$ cat src/rtl/prefetch_queue.sv
// -----------------------------------------------------------------------------
// prefetch_queue
//   Instruction prefetch buffer between instruction memory and decode. Whole
//   FETCH_BYTES-wide memory words are pushed into a circular byte queue. The
//   decoder sees a 3-byte window at the head of the queue (opcode plus a
//   16-bit operand) and retires 1..3 bytes per instruction, so variable-length
//   instructions can issue back to back. A redirect from execute flushes the
//   queue and restarts fetch at the new PC.
//
// Ports
//   clk, a_rst             clock (rising edge), asynchronous active-low reset
//   i_mem_req / i_mem_pc   fetch request and byte address of the word wanted
//   i_mem_rdy / i_mem_data memory returns the word; byte 0 in [7:0]
//   pc_w / pc_new          redirect strobe and target (flushes the queue)
//   hold                   freeze: no push, no pop
//   id_consume_en/_n       decoder retires id_consume_n (1..3) bytes
//   id_win                 head, head+1, head+2 bytes; [7:0] is the opcode
//   id_avail               min(count, 3)
//   id_pc                  address of the head byte
//   q_err                  sticky flag set by an illegal consume
// -----------------------------------------------------------------------------
module prefetch_queue #(
    parameter int unsigned      FETCH_BYTES = 4,
    parameter int unsigned      DEPTH       = 16,
    parameter int unsigned      PC_W        = 16,
    parameter logic [PC_W-1:0]  RESET_PC    = PC_W'(16'hFFFC)
) (
    input  logic                     clk,
    input  logic                     a_rst,
    output logic                     i_mem_req,
    output logic [PC_W-1:0]          i_mem_pc,
    input  logic                     i_mem_rdy,
    input  logic [8*FETCH_BYTES-1:0] i_mem_data,
    input  logic                     pc_w,
    input  logic [PC_W-1:0]          pc_new,
    input  logic                     hold,
    input  logic                     id_consume_en,
    input  logic [1:0]               id_consume_n,
    output logic [23:0]              id_win,
    output logic [1:0]               id_avail,
    output logic [PC_W-1:0]          id_pc,
    output logic                     q_err
);

    localparam int unsigned PTR_W = $clog2(DEPTH);
    localparam int unsigned CNT_W = $clog2(DEPTH + 1);

    logic [7:0]       mem_q [DEPTH];
    logic [PTR_W-1:0] head_q, head_d;
    logic [PTR_W-1:0] tail_q, tail_d;
    logic [CNT_W-1:0] count_q, count_d;
    logic [PC_W-1:0]  fetch_pc_q, fetch_pc_d;
    logic [PC_W-1:0]  head_pc_q, head_pc_d;
    logic             q_err_q, q_err_d;

    logic [CNT_W-1:0] free_bytes;
    logic             push;
    logic             try_consume;
    logic             pop;

    // Request only when a whole word fits; redirect and hold both suppress it,
    // and it is forced low while reset is asserted.
    assign free_bytes  = CNT_W'(DEPTH) - count_q;
    assign i_mem_req   = a_rst & ~pc_w & ~hold & (free_bytes >= CNT_W'(FETCH_BYTES));
    assign i_mem_pc    = fetch_pc_q;
    assign push        = i_mem_req & i_mem_rdy;

    // A consume attempt outside hold/redirect is either a legal pop or an error.
    assign try_consume = id_consume_en & ~hold & ~pc_w;
    assign pop         = try_consume & (id_consume_n != 2'd0)
                       & (CNT_W'(id_consume_n) <= count_q);

    // NOTE: every signal assigned here gets a default first so no latch is
    // inferred on the paths that do not assign it.
    always_comb begin
        head_d     = head_q;
        tail_d     = tail_q;
        count_d    = count_q;
        fetch_pc_d = fetch_pc_q;
        head_pc_d  = head_pc_q;
        q_err_d    = q_err_q;
        if (pc_w) begin
            // Redirect discards same-cycle data and consume, without q_err.
            head_d     = '0;
            tail_d     = '0;
            count_d    = '0;
            fetch_pc_d = pc_new;
            head_pc_d  = pc_new;
        end else begin
            if (push) begin
                tail_d     = tail_q + PTR_W'(FETCH_BYTES);
                fetch_pc_d = fetch_pc_q + PC_W'(FETCH_BYTES);
            end
            if (pop) begin
                head_d    = head_q + PTR_W'(id_consume_n);
                head_pc_d = head_pc_q + PC_W'(id_consume_n);
            end
            if (try_consume && !pop) begin
                q_err_d = 1'b1;
            end
            count_d = count_q
                    + (push ? CNT_W'(FETCH_BYTES)  : CNT_W'(0))
                    - (pop  ? CNT_W'(id_consume_n) : CNT_W'(0));
        end
    end

    // NOTE: sequential state uses non-blocking assignments so every flop
    // samples the pre-edge value of every other flop.
    always_ff @(posedge clk or negedge a_rst) begin
        if (!a_rst) begin
            head_q     <= '0;
            tail_q     <= '0;
            count_q    <= '0;
            fetch_pc_q <= RESET_PC;
            head_pc_q  <= RESET_PC;
            q_err_q    <= 1'b0;
        end else begin
            head_q     <= head_d;
            tail_q     <= tail_d;
            count_q    <= count_d;
            fetch_pc_q <= fetch_pc_d;
            head_pc_q  <= head_pc_d;
            q_err_q    <= q_err_d;
        end
    end

    // NOTE: the byte array has no reset; count gates every read, so stale
    // contents are never visible and the array can map onto plain storage.
    always_ff @(posedge clk) begin
        if (push) begin
            for (int unsigned i = 0; i < FETCH_BYTES; i++) begin
                mem_q[tail_q + PTR_W'(i)] <= i_mem_data[8*i +: 8];
            end
        end
    end

    // Window comes from registered state only; bytes beyond count read as 0,
    // which also keeps this cycle's pushed bytes out of view.
    always_comb begin
        id_win = '0;
        for (int unsigned k = 0; k < 3; k++) begin
            if (CNT_W'(k) < count_q) begin
                id_win[8*k +: 8] = mem_q[head_q + PTR_W'(k)];
            end
        end
    end

    assign id_avail = (count_q >= CNT_W'(3)) ? 2'd3 : count_q[1:0];
    assign id_pc    = head_pc_q;
    assign q_err    = q_err_q;

endmodule
$ cat config.mk
export PLATFORM = sky130hd
export DESIGN_NAME = prefetch_queue
export DESIGN_NICKNAME = d
export VERILOG_FILES = /design/src/rtl/prefetch_queue.sv
export SDC_FILE = /design/constraint.sdc
export NUM_CORES = 1
export LEC_CHECK = 0
export ABC_AREA = 1
export CORE_ASPECT_RATIO = 2
export CORE_MARGIN = 5
export CORE_UTILIZATION = 30
export DETAILED_ROUTE_END_ITERATION = 10
export SLEW_MARGIN = 20
export SYNTH_ARGS = -nofsm -noshare
export SYNTH_HDL_FRONTEND = slang
export SYNTH_SLANG_ARGS = --single-unit
$ cat constraint.sdc
create_clock -name clk -period 2.8 [get_ports clk]
set_input_delay 0.42 -clock clk [delete_from_list [all_inputs] [get_ports clk]]
set_output_delay 0.42 -clock clk [all_outputs]
set_load 0.02 [all_outputs]
== Yosys cells after proc, flatten, opt, wreduce, memory -nomap -nowiden ==
Memories as Yosys holds them, arrays and structs flattened.
Index checks and enable logic that the tools add are counted.
Widths: inputs -> output; s select.

* Register bits after elaboration: 46
* Bits in latches: 0
* Bits in writable memories: 128
* Memory bits (read-only): 0
* Output and inout bits: 60
* Logic and storage cells: 58
* Memories kept: 1

{| class="wikitable"
|+ Memories
! name !! depth !! width !! read ports !! clocked after Yosys merged registers in !! wr ports !! line !! source
|-
| mem_q || 16 || 8 || 3 || 0 || 4 || 48 || <nowiki>logic [7:0] mem_q [DEPTH];</nowiki>
|}

* $add $sub $neg: 12
* Multipliers: 0
* Div/mod/pow operators: 0
* Magnitude comparators: 6
* Equal/unequal tests: 0
* Shifts and indexed selects: 0
* Muxes and demuxes: 17
* Bitwise operators: 10
* Reductions and logical operators: 6

{| class="wikitable"
|+ Operator list
! cell !! number
|-
| $mux 16 || 4
|-
| $mux 8 || 3
|-
| $add 16x2->16 || 1
|-
| $add 16x3->16 const B || 1
|-
| $mux 4 || 4
|-
| $add 4x2->4 const B || 3
|-
| $lt 1x5->1 const A || 2
|-
| $add 4x1->4 const B || 2
|-
| $and 1x1->1 || 8
|-
| $reduce_bool 2->1 || 3
|-
| $add 5x3->5 || 1
|-
| $ge 5x2->1 const B || 1
|-
| $ge 5x3->1 const B || 1
|-
| $le 2x5->1 || 1
|-
| $lt 2x5->1 const A || 1
|-
| $mux 5 || 1
|-
| $sub 5x2->5 || 1
|-
| $sub 5x5->5 const A || 1
|-
| $add 4x2->4 || 1
|-
| $add 4x3->4 const B || 1
|-
| $mux 2 || 2
|-
| $mux 3 || 1
|-
| $mux 1 || 2
|-
| $not 1->1 || 2
|-
| other kinds (3) || 3
|}

== Logic depth before layout (Yosys ltp) ==
Gate-level depths: netlist (run 1).

* Depth after elaboration: 9
* Depth in mapped cells: 18

== Worst setup path before layout (run 1) ==
OpenSTA, ideal clock, no wires.

* Kind: input-to-reg
* Start point: input id_consume_n[0]
* End point: register count_q[3]
* Library setup time: 0.132 ns
* Arrival time: 2.459 ns
* Path slack: 0.210 ns
* Stages: 14
* Buffers on the path: 1
* Path through: inv_1 ha_1 nand4_1 nand2_1 nand2_1 inv_1 buf_2 nand2_1 ha_1 ha_1 inv_1 fa_1 xor2_1 nor2_1

* Cells in the longest elaborated chain, start to end: 6
* Elaborated cells between the ends (all ways): 7
* Classes of those cells: 1 x add/sub; 1 x order compare; 2 x mux; 2 x bitwise; 1 x reduce/logical

{| class="wikitable"
|+ RTL lines
! item !! line !! source
|-
| from (decl) || 38 || <nowiki>input logic [1:0] id_consume_n,</nowiki>
|-
| parallel branches: the longest is 3 deep, another holds $le 2x5->1 || -- ||
|-
| $mux 2 * || 103 || <nowiki>- (pop ? CNT_W'(id_consume_n) : CNT_W'(0));</nowiki>
|-
| $sub 5x2->5 * || 103 ||
|-
| $mux 5 * || 82 || <nowiki>if (pc_w) begin</nowiki>
|-
| named net count_d[3] || 51 || <nowiki>logic [CNT_W-1:0] count_q, count_d;</nowiki>
|-
| to (signal assigned) || 120 || <nowiki>count_q <= count_d;</nowiki>
|-
| to (decl) || 51 ||
|}

Mark *: on every way through the listed nets, which the timed path passes.
A chain may end at the register's enable or synchronous reset.

== Worst setup path after layout (run 1) ==
* Start point: register head_q[0]
* End point: output id_win[12]

* Cells in the longest elaborated chain, start to end: 3

{| class="wikitable"
|+ RTL lines
! item !! line !! source
|-
| from (decl) || 49 || <nowiki>logic [PTR_W-1:0] head_q, head_d;</nowiki>
|-
| from (signal assigned) || 111 || <nowiki>head_q <= '0;</nowiki>
|-
| from (signal assigned) || 118 || <nowiki>head_q <= head_d;</nowiki>
|-
| $add 4x1->4 || 143 || <nowiki>id_win[8*k +: 8] = mem_q[head_q + PTR_W'(k)];</nowiki>
|-
| $mem_v2 16x8 || -- ||
|-
| $mux 8 || 142 || <nowiki>if (CNT_W'(k) < count_q) begin</nowiki>
|-
| to (decl) || 39 || <nowiki>output logic [23:0] id_win,</nowiki>
|}

Every way passes these cells.

==> results.yml, run 1 <==
synth:
  synthSimpleGateAreaFrac: 0.412
  synth_cell_type_count: 31
  synth_xor_area_frac: 0.00993
  synth.cell_area_sq_um: 11500
  ys_warn_count: 0
  synthAdderAreaFrac: 0.0271
  synth_top_family_by_area: "simple AND/OR/NAND/NOR gates"
  synth-seq-cells: 172
  synthMuxAreaShare: 0
  ys_seq_area_frac: 0.434
  synth_cells: 1647
  synth_nets: 1726
  synth_compound_area_frac: 0.0370
  syn_avg_cell_area_sq_um: 6.96
grt:
  antenna_found_initial: 2
  met1_usage: 0.207
  grt_overflow: 0
  use_met2: 0.356
  grt_max_degree: 80
  grt.total_usage: 0.192
  grt-busiest-layer: "met2"
  met3_usage: 0.0284
  grt_pass1_wl_microns: 62600
  grt_pass1_vias: 10927
placed_design:
  gp_congestion: 0.935
  hpwl_microns: 32600
  portBuffers: 115
worst_setup_path:
  r2r_start: "count_q[4]"
  required_ps: 2380
  end_kind: "output port"
  start_kind: "register"
  cp_data_arrival_time_ps: 2310
  critPathSlowestCell: "dfrtp_4"
  cp-endpoint: "id_win[12]"
  startpoint: "head_q[0]"
  crit_top_cell: "nand3_1"
  critical_path.max_stage_delay_ps: 570
  ff2ff_path_depth: 17
  r2r_setup_slack_ps: 420
  critPathKind: "reg2out"
  r2r_end: "count_q[4]"
  crit_chain: "ha_4 -> inv_6 -> buf_12 -> nor2_2 -> nand2_1 -> nand3_1 -> nand3_1 -> a21oi_2 -> buf_4 -> buf_6"
  critPathMaxFanout: 7
power:
  clockPowerShare: 0.278
  p_sw_frac: 0.370
  p_per_area_nw_per_um2: 584
  p_seq_frac: 0.358
  irDropWorstVdd_mv: 0.448
  p_leak_nw: 6.51
  power.total_mw: 8.51
  p_int_mw: 5.36
  comb_power_share: 0.364
  switching_power_mw: 3.14
timing:
  worst_pin_slew_ps: 629
  skew_ps: 16.9
  timing.final.crit_share: 0.975
  max_freq_mhz: 366
  period_minus_slack_ps: 2730
  grt_setup_unrepaired: "true"
  hold_slack_ps: 66.4
  setup_viol: 0
  hold_viol: 0
  max_slew_margin: 0.580
  final.setup.tns_ps: 0
  finalMaxSlewViolations: 0
clock_tree:
  clk_path_buf_depth: 2
  cts_tree: "yes"
  worstSkewPairLatency_ps: 450
  cts.clk_slew.worst_paths_ps: 80
  cts_root_buf: "clkbuf_16"
  cts_max_level: 4
  cts.sinks: 172
  numCtsBuffers: 17
die:
  rows: 101
  initial_core_util: 0.302
  dieArea_sq_um: 42500
  io_pins: 116
  die_y_microns: 286
  dieWidth_microns: 148
  coreArea_sq_um: 37900
drt:
  via_count: 11295
  postRouteAntennaNets: 0
  vias_per_cell: 4.98
  drc: 0
  drt_pass1_iterations: 6
  wire_per_inst_microns: 18.3
  routed_wl_microns: 41500
  drt-initial-drc-count: 752
run_status:
  status: "completed"
cells_and_area:
  nets: 1873
  syn_to_final_growth_pct: 27.0
  antenna_cells: 0
  drive_gt1_frac: 0.119
  nFillCells: 3916
min_path:
  hp-class: "in2async"
job:
  max-cap-violations: 0
-- synthesized netlist by cell type --
cell type / n / area share
nand2_1: 711 / 0.23
nand3_1: 295 / 0.13
inv_1: 130 / 0.043
edfxtp_1: 128 / 0.34
nor2_1: 117 / 0.038
o21ai_0: 50 / 0.022
clkbuf_1: 45 / 0.015
dfstp_2: 28 / 0.064
a21oi_1: 20 / 0.0087
ha_1: 20 / 0.022
buf_1: 16 / 0.0052
dfrtp_1: 16 / 0.035
buf_2: 12 / 0.0052
buf_6: 9 / 0.0088
nand4_1: 8 / 0.0044
xnor2_1: 7 / 0.0053
o211ai_1: 6 / 0.0039
xor2_1: 6 / 0.0046
nor2_4: 4 / 0.0039
fa_1: 3 / 0.0052
inv_2: 3 / 0.00098
buf_4: 2 / 0.0013
clkinv_1: 2 / 0.00065
nand2_2: 2 / 0.0011
a211oi_1: 1 / 0.00065
and2_1: 1 / 0.00055
nand4_4: 1 / 0.0019
nor2_2: 1 / 0.00055
o21ai_1: 1 / 0.00044
o21ai_2: 1 / 0.00076
o21bai_1: 1 / 0.00065
-- power groups by stage --
stage | registers, mW | logic, mW | clock network, mW
2_1_floorplan | 3.13 | 1.46 | 0
3_3_place_gp | 3.09 | 3.04 | 0
3_5_place_dp | 3.09 | 3.07 | 0
4_1_cts | 3.04 | 3.06 | 2.42
5_1_grt | 3.06 | 3.40 | 2.52
6_report | 3.05 | 3.10 | 2.37
-- sequential cells by signal, indices dropped and copies added (netlist names) --
name,cells
mem_q,128
id_pc,16
i_mem_pc,16
head_q,4
tail_q,2
q_err,1
count_q,5
-- stage by stage --
step / setup slack (ps) / util / area (sq um) / cells
after floorplan: 210 / - / 11500 / 1647
after CTS: 3.37 / 0.379 / 14400 / 2260
final: 70.5 / 0.384 / 14600 / 2270
after global routing: -31.3 / 0.384 / 14600 / 2270
after global placement: -21.1 / 0.360 / 13700 / 2225
after detailed placement: -65.2 / 0.360 / 13700 / 2225
-- critical path, delay by kind of cell, from the launching register on --
kind                     cells  cell delay, ps
flip-flops                   1             570
adder cells (fa/ha/maj)      1             340
AND/OR/NAND/NOR              4             300
buffers and inverters        4             460
AO/OA/AOI/OAI                1             190
-- final cells by class --
type                            count  area (sq um)  share of cell area
Multi-Input combinational cell   1256          5650               0.388
Clock inverter                     15           174              0.0119
Sequential cell                   172          4980               0.342
Timing Repair Buffer              212          2230               0.153
Tap cell                          463           579              0.0398
Inverter                          135           524              0.0360
Clock buffer                       17           425              0.0292
-- logic make-up (layout without fill, tap and decap cells) --
group,Yosys count,in the layout
AO/OA/AOI/OAI,80,80
AND/OR/NAND/NOR,1140,1140
adder cells (fa/ha/maj),23,23
buffers and inverters,219,379
flip-flops,172,172
XOR/XNOR,13,13
-- how the worst min path moves through the flow --
| stage | to | slack, ps |
|---|---|---|
| after global placement | i_mem_pc[0] | 460 |
| final | q_err | 70 |
| after detailed placement | i_mem_pc[0] | 460 |
| after global routing | q_err | 130 |
| after floorplan | count_q[0] | 120 |
| after CTS | q_err | 90 |
-- placed cells by master (no fill, tap or decap), types with 14 or more instances in the layout --
cell type,instances
nor2_1,111
buf_4,71
buf_12,19
dfstp_2,28
clkbuf_16,23
dfrtp_1,14
nand3_1,293
a21oi_1,15
clkdlybuf4s50_1,90
ha_1,18
nand2_1,711
edfxtp_1,128
o21ai_0,41
inv_1,128
-- layer usage --
layer  vias to the layer above  part of all wire
met5                         -           0.00031
met4                         2             0.050
met3                       107             0.050
met2                       443              0.54
met1                      5132              0.36
li1                       5611                 -
-- timing repair --
action,CTS,global route
resized for setup,83,49
endpoints found under the setup margin,23,22
pin swaps,0,3
buffers inserted,2,4
hold buffers,0,0
cloned,1,6
Note: power is estimated with default switching activity, not from simulation.
==> run 2: changes to the inputs <==
--- a/config.mk
+++ b/config.mk
@@ -10,6 +10,7 @@
 export CORE_MARGIN = 5
 export CORE_UTILIZATION = 30
 export DETAILED_ROUTE_END_ITERATION = 10
+export PLACE_DENSITY = 0.47
 export SLEW_MARGIN = 20
 export SYNTH_ARGS = -nofsm -noshare
 export SYNTH_HDL_FRONTEND = slang
==> run 2 against run 1 <==
  * Global-route usage grew 3.0 points
  * Sequential power barely moved
  * Largest power group unchanged
  * Critical endpoint is now id_win[9]
  * Critical path type unchanged
  * Maximum frequency up 0.38%
  * Worst hold slack better by 31 ps
  * Sequential cell count unchanged
==> results.yml, run 2 (synthesis results as in run 1) <==
run_status:
  status: "completed"
cells_and_area:
  stdcell_count: 2274
  drive_gt1_frac: 0.131
  final_cell_mix: "nand2_1, nand3_1, inv_1"
  largest_register_ffs: 128
  nets: 1876
  regMostFlops: "mem_q"
  layout_commonest_cell: "nand2_1"
  syn_to_final_growth_pct: 28.2
timing:
  timing.final.crit_share: 0.971
  hold_viol: 0
  grt_setup_unrepaired: "false"
  finalMaxSlewViolations: 0
  setup_viol: 0
  max_freq_mhz: 368
  worst_pin_slew_ps: 684
  skew_ps: 11.9
  max_slew_margin: 0.544
  hold_slack_ps: 97.1
  period_minus_slack_ps: 2720
worst_setup_path:
  start_kind: "register"
  r2r_end: "count_q[3]"
  crit_top_cell: "buf_4"
  cp_data_arrival_time_ps: 2300
  critPathSlowestCell: "dfrtp_4"
  crit_family: "flip-flops"
  required_ps: 2380
  critPathMaxFanout: 16
  crit_chain: "ha_4 -> xor2_1 -> buf_12 -> nand3_1 -> nand3_4 -> a21oi_4 -> buf_4 -> buf_4"
  ff2ff_path_depth: 14
  r2r_setup_slack_ps: 310
  r2r_start: "count_q[1]"
  end_kind: "output port"
  critPathKind: "reg2out"
  crit_buf_inv: 3
  critical_path.max_stage_delay_ps: 520
placed_design:
  gp_congestion: 0.885
  place_inst: 2237
  hpwl_microns: 35400
  portBuffers: 115
job:
  max-cap-violations: 0
clock_tree:
  cts.sinks: 172
  numCtsBuffers: 17
  cts.clk_slew.worst_paths_ps: 70
  worstSkewPairLatency_ps: 460
  clk_path_buf_depth: 2
  cts_tree: "yes"
  cts_root_buf: "clkbuf_16"
  cts_hold_buffers: 0
  cts_max_level: 4
min_path:
  hp-class: "in2async"
power:
  power.total_mw: 8.71
  p_per_area_nw_per_um2: 593
  p_leak_nw: 6.54
  irDropWorstVdd_mv: 0.384
grt:
  grt_pass1_vias: 11597
  grt_overflow: 0
  grt_pass1_wl_microns: 70100
  grt_max_degree: 62
  antenna_found_initial: 0
  grt.total_usage: 0.222
drt:
  drt_pass1_iterations: 7
  wire_per_inst_microns: 20.5
  via_count: 11467
  routed_wl_microns: 46700
  drc: 0
  vias_per_cell: 5.04
  postRouteAntennaNets: 0
  drt-initial-drc-count: 526
die:
  dieArea_sq_um: 42500
  initial_core_util: 0.302
  die_y_microns: 286
  rows: 101
  coreArea_sq_um: 37900
  io_pins: 116
  dieWidth_microns: 148
## run 2: what timing repair did
action | in CTS | in global routing
setup buffers | 0 | 1
pin swaps | 4 | 8
gates cloned | 3 | 1
resized for setup | 138 | 30
setup endpoints to repair | 24 | 21
## run 2: final cells by class
| type | count | area (sq um) |
|---|---|---|
| fillers | 3991 | 23200 |
| multi-input cells | 1256 | 5780 |
| flip-flops and latches | 172 | 4990 |
| repair buffers | 215 | 2250 |
| well taps | 463 | 579 |
| inverters | 135 | 519 |
| clock buffers | 18 | 429 |
| clock inverters | 14 | 151 |
| diodes | 1 | 2.50 |
## run 2: worst max path at each step
| stage | slack [ps] | cells past startpoint | from | endpoint |
|---|---|---|---|---|
| 4_1_cts | -70 | 11 | head_q[0] | id_win[3] |
| 3_3_place_gp | -260 | 10 | head_q[0] | id_win[8] |
| 2_1_floorplan | 210 | 14 | id_consume_n[0] | count_q[3] |
| 5_1_grt | 4 | 8 | head_q[1] | id_win[0] |
| 3_5_place_dp | -250 | 10 | head_q[0] | id_win[9] |
| 6_report | 80 | 8 | head_q[0] | id_win[9] |
## run 2: power by group
part | switching [mW] | total [mW] | leakage, nW | internal (mW)
clock | 1.13 | 2.39 | 0.283 | 1.26
combinational | 1.99 | 3.28 | 4.61 | 1.29
sequential | 0.140 | 3.05 | 1.65 | 2.91
total | 3.26 | 8.71 | 6.54 | 5.46
## run 2: layer usage
metal	global-route usage	up-vias	wire length, microns	share of wire
met1	0.224	5326	16300	0.35
met3	0.0379	112	2190	0.047
met2	0.424	397	25600	0.55
met5	0	-	0	0
met4	0.119	0	2700	0.058
li1	-	5632	-	-
## run 2: per-stage QoR
stage          setup WS (ps)  setup TNS, ps  instance area (sq um)  utilization
4_1_cts                -71.3          -71.3                  14600        0.385
3_3_place_gp            -256           -947                  13800        0.364
6_report                80.9              0                  14700        0.388
2_1_floorplan            210              0                  11500            -
3_5_place_dp            -255          -1010                  13800        0.364
5_1_grt                 4.50              0                  14700        0.388
